==> src/rtl/uart_word_serializer_pkg.sv <==
// Shared definitions for the UART word serializer and the receiver-side
// deframer: FSM state encoding, default framing byte and byte-index width.
package uart_word_serializer_pkg;

  // IDLE      : waiting for a word, word_ready high
  // LOAD      : TxD_Data holds the current byte, waiting for the transmitter to be free
  // WAIT_BUSY : start pulse issued, waiting for the transmitter to acknowledge with busy
  // WAIT_DONE : transmitter is shifting the byte out, waiting for busy to drop
  typedef enum logic [1:0] {
    IDLE      = 2'd0,
    LOAD      = 2'd1,
    WAIT_BUSY = 2'd2,
    WAIT_DONE = 2'd3
  } ser_state_t;

  localparam logic [7:0] DEFAULT_SYNC_BYTE = 8'hA5;

  // Wide enough for a sync byte plus eight payload bytes (index 0..8).
  localparam int IDX_W = 4;

endpackage

==> src/rtl/uart_word_serializer.sv <==
// uart_word_serializer
//   Takes one multi-byte word from the correlator control logic and feeds it,
//   optionally preceded by a sync byte, byte by byte (MSB first) into a UART
//   transmitter that exposes a start pulse / busy interface.
//
// Ports
//   clk          system clock, rising edge
//   rst          asynchronous active-low reset (shared with the transmitter)
//   word_valid   upstream word available
//   word_data    payload word, byte [W-1:W-8] sent first
//   word_ready   serializer idle and able to take a word
//   tx_busy      transmitter busy
//   TxD_Start    one-cycle start pulse to the transmitter
//   TxD_Data     byte presented to the transmitter (registered)
//   sending      a word is in flight
//   err_timeout  sticky: some start pulse was not acknowledged in time
//   state_dbg    current FSM state, for observation only
//
// Handshake: a word transfers on a rising edge where word_valid and
// word_ready are both high. word_ready is a register that is high exactly
// while the FSM is in IDLE; it does not depend on word_valid. word_data is
// copied into the holding register on that edge and never sampled again,
// so the upstream may change it as soon as the transfer has happened.
module uart_word_serializer
  import uart_word_serializer_pkg::*;
#(
  parameter int         WORD_BYTES = 4,
  parameter int         SYNC_EN    = 1,
  parameter logic [7:0] SYNC_BYTE  = DEFAULT_SYNC_BYTE,
  parameter int         BUSY_TMO   = 16
) (
  input  logic                    clk,
  input  logic                    rst,
  input  logic                    word_valid,
  input  logic [8*WORD_BYTES-1:0] word_data,
  output logic                    word_ready,
  input  logic                    tx_busy,
  output logic                    TxD_Start,
  output logic [7:0]              TxD_Data,
  output logic                    sending,
  output logic                    err_timeout,
  output ser_state_t              state_dbg
);

  localparam int W        = 8 * WORD_BYTES;
  localparam int SYNC_OFS = (SYNC_EN != 0) ? 1 : 0;
  localparam int N        = WORD_BYTES + SYNC_OFS;
  localparam int TMO_W    = $clog2(BUSY_TMO);

  localparam logic [IDX_W-1:0] LAST_IDX = IDX_W'(N - 1);
  localparam logic [TMO_W-1:0] TMO_LAST = TMO_W'(BUSY_TMO - 1);

  ser_state_t       state_q, state_d;
  logic [W-1:0]     hold_q, hold_d;
  logic [IDX_W-1:0] idx_q, idx_d;
  logic [TMO_W-1:0] tmo_q, tmo_d;
  logic             err_d;
  logic [7:0]       data_d;
  logic             start;

  // Byte k of the outgoing sequence: sync byte first (when enabled), then
  // payload bytes from the most significant down.
  function automatic logic [7:0] pick_byte(input logic [W-1:0] word,
                                           input logic [IDX_W-1:0] k);
    logic [7:0] b;
    b = 8'h00;
    if (SYNC_OFS == 1 && k == '0) begin
      b = SYNC_BYTE;
    end else begin
      for (int i = 0; i < WORD_BYTES; i++) begin
        if (int'(k) == i + SYNC_OFS) b = word[8*(WORD_BYTES-1-i) +: 8];
      end
    end
    return b;
  endfunction

  always_comb begin
    state_d = state_q;
    hold_d  = hold_q;
    idx_d   = idx_q;
    tmo_d   = tmo_q;
    err_d   = err_timeout;
    start   = 1'b0;
    case (state_q)
      IDLE: begin
        if (word_valid && word_ready) begin
          hold_d  = word_data;
          idx_d   = '0;
          state_d = LOAD;
        end
      end
      LOAD: begin
        // Pulse is gated by busy in the same cycle so it can never overlap it.
        if (!tx_busy) begin
          start   = 1'b1;
          tmo_d   = '0;
          state_d = WAIT_BUSY;
        end
      end
      WAIT_BUSY: begin
        if (tx_busy) begin
          state_d = WAIT_DONE;
        end else if (tmo_q == TMO_LAST) begin
          // Pulse was lost; going back to LOAD re-issues the same byte.
          err_d   = 1'b1;
          state_d = LOAD;
        end else begin
          tmo_d = tmo_q + 1'b1;
        end
      end
      WAIT_DONE: begin
        if (!tx_busy) begin
          if (idx_q == LAST_IDX) begin
            state_d = IDLE;
          end else begin
            idx_d   = idx_q + 1'b1;
            state_d = LOAD;
          end
        end
      end
      default: state_d = IDLE;
    endcase

    // Load the byte register on entry to LOAD; it then holds through WAIT_DONE.
    data_d = TxD_Data;
    if (state_d == LOAD) data_d = pick_byte(hold_d, idx_d);
  end

  always_ff @(posedge clk or negedge rst) begin
    if (!rst) begin
      state_q     <= IDLE;
      hold_q      <= '0;
      idx_q       <= '0;
      tmo_q       <= '0;
      err_timeout <= 1'b0;
      TxD_Data    <= 8'h00;
      word_ready  <= 1'b1;
      sending     <= 1'b0;
    end else begin
      state_q     <= state_d;
      hold_q      <= hold_d;
      idx_q       <= idx_d;
      tmo_q       <= tmo_d;
      err_timeout <= err_d;
      TxD_Data    <= data_d;
      word_ready  <= (state_d == IDLE);
      sending     <= (state_d != IDLE);
    end
  end

  assign TxD_Start = start;
  assign state_dbg = state_q;

endmodule

==> config.mk <==
export PLATFORM = sky130hd
export DESIGN_NAME = uart_word_serializer
export DESIGN_NICKNAME = d
export VERILOG_FILES = /design/src/rtl/uart_word_serializer_pkg.sv /design/src/rtl/uart_word_serializer.sv
export SDC_FILE = /design/constraint.sdc
export NUM_CORES = 1
export LEC_CHECK = 0
export ABC_AREA = 1
export CORE_MARGIN = 3
export CORE_UTILIZATION = 54
export CTS_BUF_LIST = sky130_fd_sc_hd__clkbuf_4
export CTS_CLUSTER_SIZE = 20
export DETAILED_ROUTE_END_ITERATION = 12
export HOLD_SLACK_MARGIN = 0.12
export PLACE_DENSITY = 0.82
export RECOVER_POWER = 100
export SLEW_MARGIN = 20
export SYNTH_ARGS = -nofsm -noshare
export SYNTH_HDL_FRONTEND = slang
export SYNTH_SLANG_ARGS = --single-unit
==> constraint.sdc <==
create_clock -name clk -period 2.9 [get_ports clk]
set_clock_uncertainty 0.2 [all_clocks]
set_input_delay 0.58 -clock clk [delete_from_list [all_inputs] [get_ports clk]]
set_output_delay 0.58 -clock clk [all_outputs]
set_load 0.005 [all_outputs]
## Word-level counts from Yosys, hierarchy flattened

Index checks and enable logic that the tools add are counted.

| word-level totals | value |
|---|---|
| output and inout bits | 14 |
| register bits after elaboration | 53 |
| bits in writable memories | 0 |
| memory bits (read-only) | 0 |
| latch bits | 0 |
| logic and storage cells | 56 |
| memories kept | 0 |

| cells by class | value |
|---|---|
| equal/unequal tests | 13 |
| $mul | 0 |
| multiplexer cells | 24 |
| add/sub/neg operators | 2 |
| reductions and logical operators | 8 |
| shift operators | 0 |
| bitwise gates (word level) | 1 |
| divide/modulo/power cells | 0 |
| order comparisons | 0 |

Operators with widths:

| kind | number |
|---|---|
| two-way mux 32 bit | 2 |
| two-way mux 8 bit | 5 |
| two-way mux 4 bit | 6 |
| one-hot mux 4 bit (2 select lines) | 2 |
| equality test 4 x 3 -> 1 bit (second input constant) | 3 |
| two-way mux 2 bit | 5 |
| adder 4 x 1 -> 4 bit (second input constant) | 2 |
| equality test 4 bit (second input constant) | 2 |
| one-hot mux 2 bit (4 select lines) | 1 |
| inequality test 2 bit (second input constant) | 3 |
| equality test 2 x 1 -> 1 bit (second input constant) | 2 |
| equality test 2 bit (second input constant) | 2 |
| equality test 4 x 2 -> 1 bit (second input constant) | 1 |
| zero test 2 bit | 2 |
| zero test 4 bit | 1 |
| AND reduction 4 bit | 1 |
| nonzero test 2 bit | 2 |
| two-way mux 1 bit | 3 |
| AND reduction 3 bit | 1 |
| logical AND 1 bit | 1 |
| inverter 1 bit | 1 |

## Depth between registers and ports, before layout

| depth | value |
|---|---|
| depth after elaboration | 10 |
| mapped depth | 15 |
| depth with buffers taken out | 15 |

## Worst setup path after synthesis

OpenSTA, ideal clock, no wires.

| timing path | value |
|---|---|
| kind | register -> register |
| from | reg state_q[0] (netlist: state_dbg[0]) |
| to | reg TxD_Data[1] |
| setup slack | 0.799 ns |
| library setup time | 0.120 ns |
| required time | 2.580 ns |
| stages on the path, launching flop included | 15 |
| arrival time | 1.781 ns |
| cells stage by stage | dfrtp_1 > inv_1 > ha_1 > inv_1 > nand2_2 > nor2_2 > nand2_1 > nand2_2 > nand2_2 > nor2_4 > nand2_2 > nor2_1 > nor2_1 > o21ai_1 > nand2_1 |

| between the ends | value |
|---|---|
| longest elaborated chain between the ends | 8 |
| elaborated cells on any way between the ends | 23 |

RTL lines:

| element | RTL line | RTL |
|---|---|---|
| from (decl) | uart_word_serializer.sv:53 | `ser_state_t state_q, state_d;` |
| from (signal assigned) | uart_word_serializer.sv:140 | `state_q <= state_d;` |
| equality test 2 bit or zero test 2 bit (tied branches) | uart_word_serializer.sv:84 | `case (state_q)` |
| one-hot mux 4 bit (2 select lines) | uart_word_serializer.sv:84 |  |
| equality test 4 x 2 -> 1 bit | uart_word_serializer.sv:71 | `if (int'(k) == i + SYNC_OFS) b = word[8*(WORD_BYTES-1-i) +: 8];` |
| two-way mux 8 bit (4 in series) | uart_word_serializer.sv:71 |  |
| two-way mux 8 bit | uart_word_serializer.sv:67 | `if (SYNC_OFS == 1 && k == '0) begin` |
| to (signal assigned) | uart_word_serializer.sv:145 | `TxD_Data <= data_d;` |
| to (decl) | uart_word_serializer.sv:39 | `output logic [7:0] TxD_Data,` |

Parallel ways exist; a longest one is shown, timed or not.
A chain may end at the register's enable or synchronous reset.

## Worst setup path in the final report

| timing path | value |
|---|---|
| from | reg state_q[1] (netlist: state_dbg[1]) |
| to | out TxD_Start |

| between the ends | value |
|---|---|
| longest elaborated chain between the ends | 2 |

RTL lines:

| element | RTL line | RTL |
|---|---|---|
| equality test 2 x 1 -> 1 bit | uart_word_serializer.sv:84 |  |
| two-way mux 1 bit | uart_word_serializer.sv:84 |  |
| to (decl) | uart_word_serializer.sv:38 | `output logic TxD_Start,` |

Every way passes these cells.

==> flow_summary.yaml <==
cts:
  cts_buffers: 5
  clockBufferDepth: 2
  htreeDepth: 2
  cts_setup_buffers: 0
  cts_sinks: 53
  cts_tree: "done"
  cts.clk_slew.worst_paths_ns: 0.15
  insertion_delay_ns: 0.39
  root_buffer: "clkbuf_4"
sta:
  min_period_ns: 2.72
  finalCritPeriodShare_pct: 93.7
  relSlewSlack_pct: 14.4
  tns_ns: 0
  finalMaxSlewViolations: 0
  worst_slew_pin_slew_ns: 1.28
  final_hold_viol_count: 0
  setup_viol: 0
  rsz0062_at_grt: "false"
  setup_ws_ns: 0.182
  fmaxAchievable_mhz: 368
yosys:
  netlist_instances: 287
  async_flop_share_pct: 100
  yosysTopAreaCell: "dfrtp_1"
  yosysWarnings: 0
  syn_nets: 330
  syn-cell-area_um2: 2740
  seq_area_frac_synth_pct: 48.4
  synth_edf_count: 0
  syn_area_per_cell_um2: 9.56
  synth_ff_type: "dfrtp_1"
  synth_seq_cells: 53
  yosysUniqueCellTypes: 29
  synthTopCellsByArea: "dfrtp_1 (47%), mux2_2 (11%), nand2_1 (7.3%)"
  synth_top_cell_area_share_pct: 47.4
run:
  drv_cap: 0
pwr:
  p_leak_nw: 1.58
  clkPwrFrac_pct: 12.6
  p_switching_mw: 1.47
  peakVddDrop_v: 0.000774
  p_total_mw: 3.41
  seq_power_share_pct: 35.3
  p_int_mw: 1.95
  p_sw_share_pct: 43.0
  p_per_area_nw_per_um2: 1010
  combinationalPowerShare_pct: 52.1
floorplan:
  die_x_um: 77.3
  rows: 25
  core_area_um2: 4820
  dieArea_um2: 5970
  die-height_um: 77.3
  io_pins: 50
  start_util_pct: 56.9
detailed_routing:
  vias_per_cell: 5.33
  routedWlPerCell_um: 14.3
  drt_iter0_markers: 117
  vias: 2185
  ant_nets: 0
  firstDrtPassIters: 4
  finalWirelength_um: 5880
  drc_errors: 0
worst_setup_path:
  cp_max_fo: 6
  cp.required_ns: 2.12
  critPathLaunchType: "flop"
  path_class: "flop to primary output"
  end_kind: "primary output"
  cp_data_arrival_time_ns: 1.94
placed_design:
  place.gp.congestion: 0.803
  portBuffers: 49
  hpwlAfterDp_um: 4370
  pre_cts_ws_ns: 0.182
grt:
  overflow: 0
  track_usage_pct: 21.0
  antenna_found_initial: 0
  grt_max_degree: 54
  grt_first_pass_wirelength_um: 9950
  grt_pass1_vias: 2191
finish:
  layout_commonest_cell: "nand2_1"
  diodes: 0
  final_cell_mix: "nand2_1 (56), dfrtp_1 (52), clkdlybuf4s50_1 (35)"
  syn2layout_area_growth_pct: 23.3
  fin_util_pct: 70.2
  drive_gt1_share_pct: 12.2
  nNetsFinal: 385
hold_path:
  hp-class: "flop to flop"
status:
  status: "completed"
## power groups by stage
stage	clock [mW]	sequential, mW	combinational, mW
6_report	0.429	1.20	1.78
5_1_grt	0.471	1.24	2.00
4_1_cts	0.437	1.21	1.88
3_5_place_dp	0	1.22	1.87
3_3_place_gp	0	1.21	1.80
2_1_floorplan	0	1.18	1.38
## layout make-up
cell class / instances / area [um^2]
Multi-Input combinational cell: 200 / 1240
Timing Repair Buffer: 57 / 554
Inverter: 25 / 93.8
Clock buffer: 5 / 37.5
Tap cell: 67 / 83.8
Fill cell: 403 / 1440
Sequential cell: 53 / 1330
Clock inverter: 3 / 46.3
## synthesized netlist by cell type (2+ instances only)
cell / n
nand2_2: 6
nand3_1: 21
ha_1: 7
buf_2: 3
o21ai_0: 3
inv_1: 18
nand4_1: 24
mux2_2: 26
buf_6: 3
nand2_1: 53
nor2_1: 26
o21ai_2: 2
nor2_4: 3
o21ai_1: 8
inv_2: 7
dfrtp_1: 52
buf_4: 3
mux2_1: 6
nor2_2: 6
## registers in the layout (all words and copies together), names as in the netlist
| register | cells |
|---|---|
| hold_q | 32 |
| TxD_Data | 8 |
| idx_q | 4 |
| tmo_q | 4 |
| state_dbg | 2 |
| err_timeout | 1 |
| sending | 1 |
| word_ready | 1 |
## worst max-delay path, cell delays in order (launching register included)
cell and delay [ns]:
dfrtp_1 0.47, inv_1 0.12, ha_1 0.20, inv_1 0.05, nor2_1 0.14, dlygate4sd3_1 0.59
## per-stage QoR
| stage | cells | hold WS (ns) | cell area [um^2] |
|---|---|---|---|
| after floorplan | 287 | 0.0844 | 2740 |
| after global placement | 401 | 0.258 | 3320 |
| after detailed placement | 401 | 0.265 | 3320 |
| after CTS | 410 | 0.302 | 3410 |
| after global routing | 410 | 0.323 | 3380 |
| final | 410 | 0.293 | 3380 |
## per-layer routing
metal | part of all wire (%) | wire length, um | vias up | global-route usage (%)
li1 | - | - | 1071 | -
met1 | 44 | 2610 | 1036 | 26.3
met2 | 50 | 2920 | 70 | 35.3
met3 | 4.5 | 266 | 8 | 4.81
met4 | 1.4 | 84 | 0 | 8.19
met5 | 0 | 0 | - | 0
## kinds of logic after synthesis
| logic type | share of synthesized area (%) |
|---|---|
| AOI/OAI and AO/OA | 3.88 |
| DFF | 48.4 |
| buffers and inverters | 6.02 |
| muxes | 13.1 |
| and+or+nand+nor | 25.0 |
| xor gates and xnor gates | 0.319 |
| adders and majority gates | 3.19 |
## worst paths after layout
check	slack [ns]	cells after the start	endpoint	start
max reg2reg	0.25	9	TxD_Data[4]	state_dbg[0]
max in group asynchronous	0.87	3	hold_q[0]	rst
min	0.29	1	err_timeout	err_timeout
max	0.18	5	TxD_Start	state_dbg[1]
min in group asynchronous	0.87	3	hold_q[2]	rst
min reg2reg	0.29	1	err_timeout	err_timeout
## what timing repair did
item | 4_1_cts | 5_1_grt
hold buffers | 1 | 0
hold endpoints to repair | 52 | 0
gates resized for setup | 0 | 0
setup endpoints to repair | 0 | 0
Power figures use the tool's default switching activity.
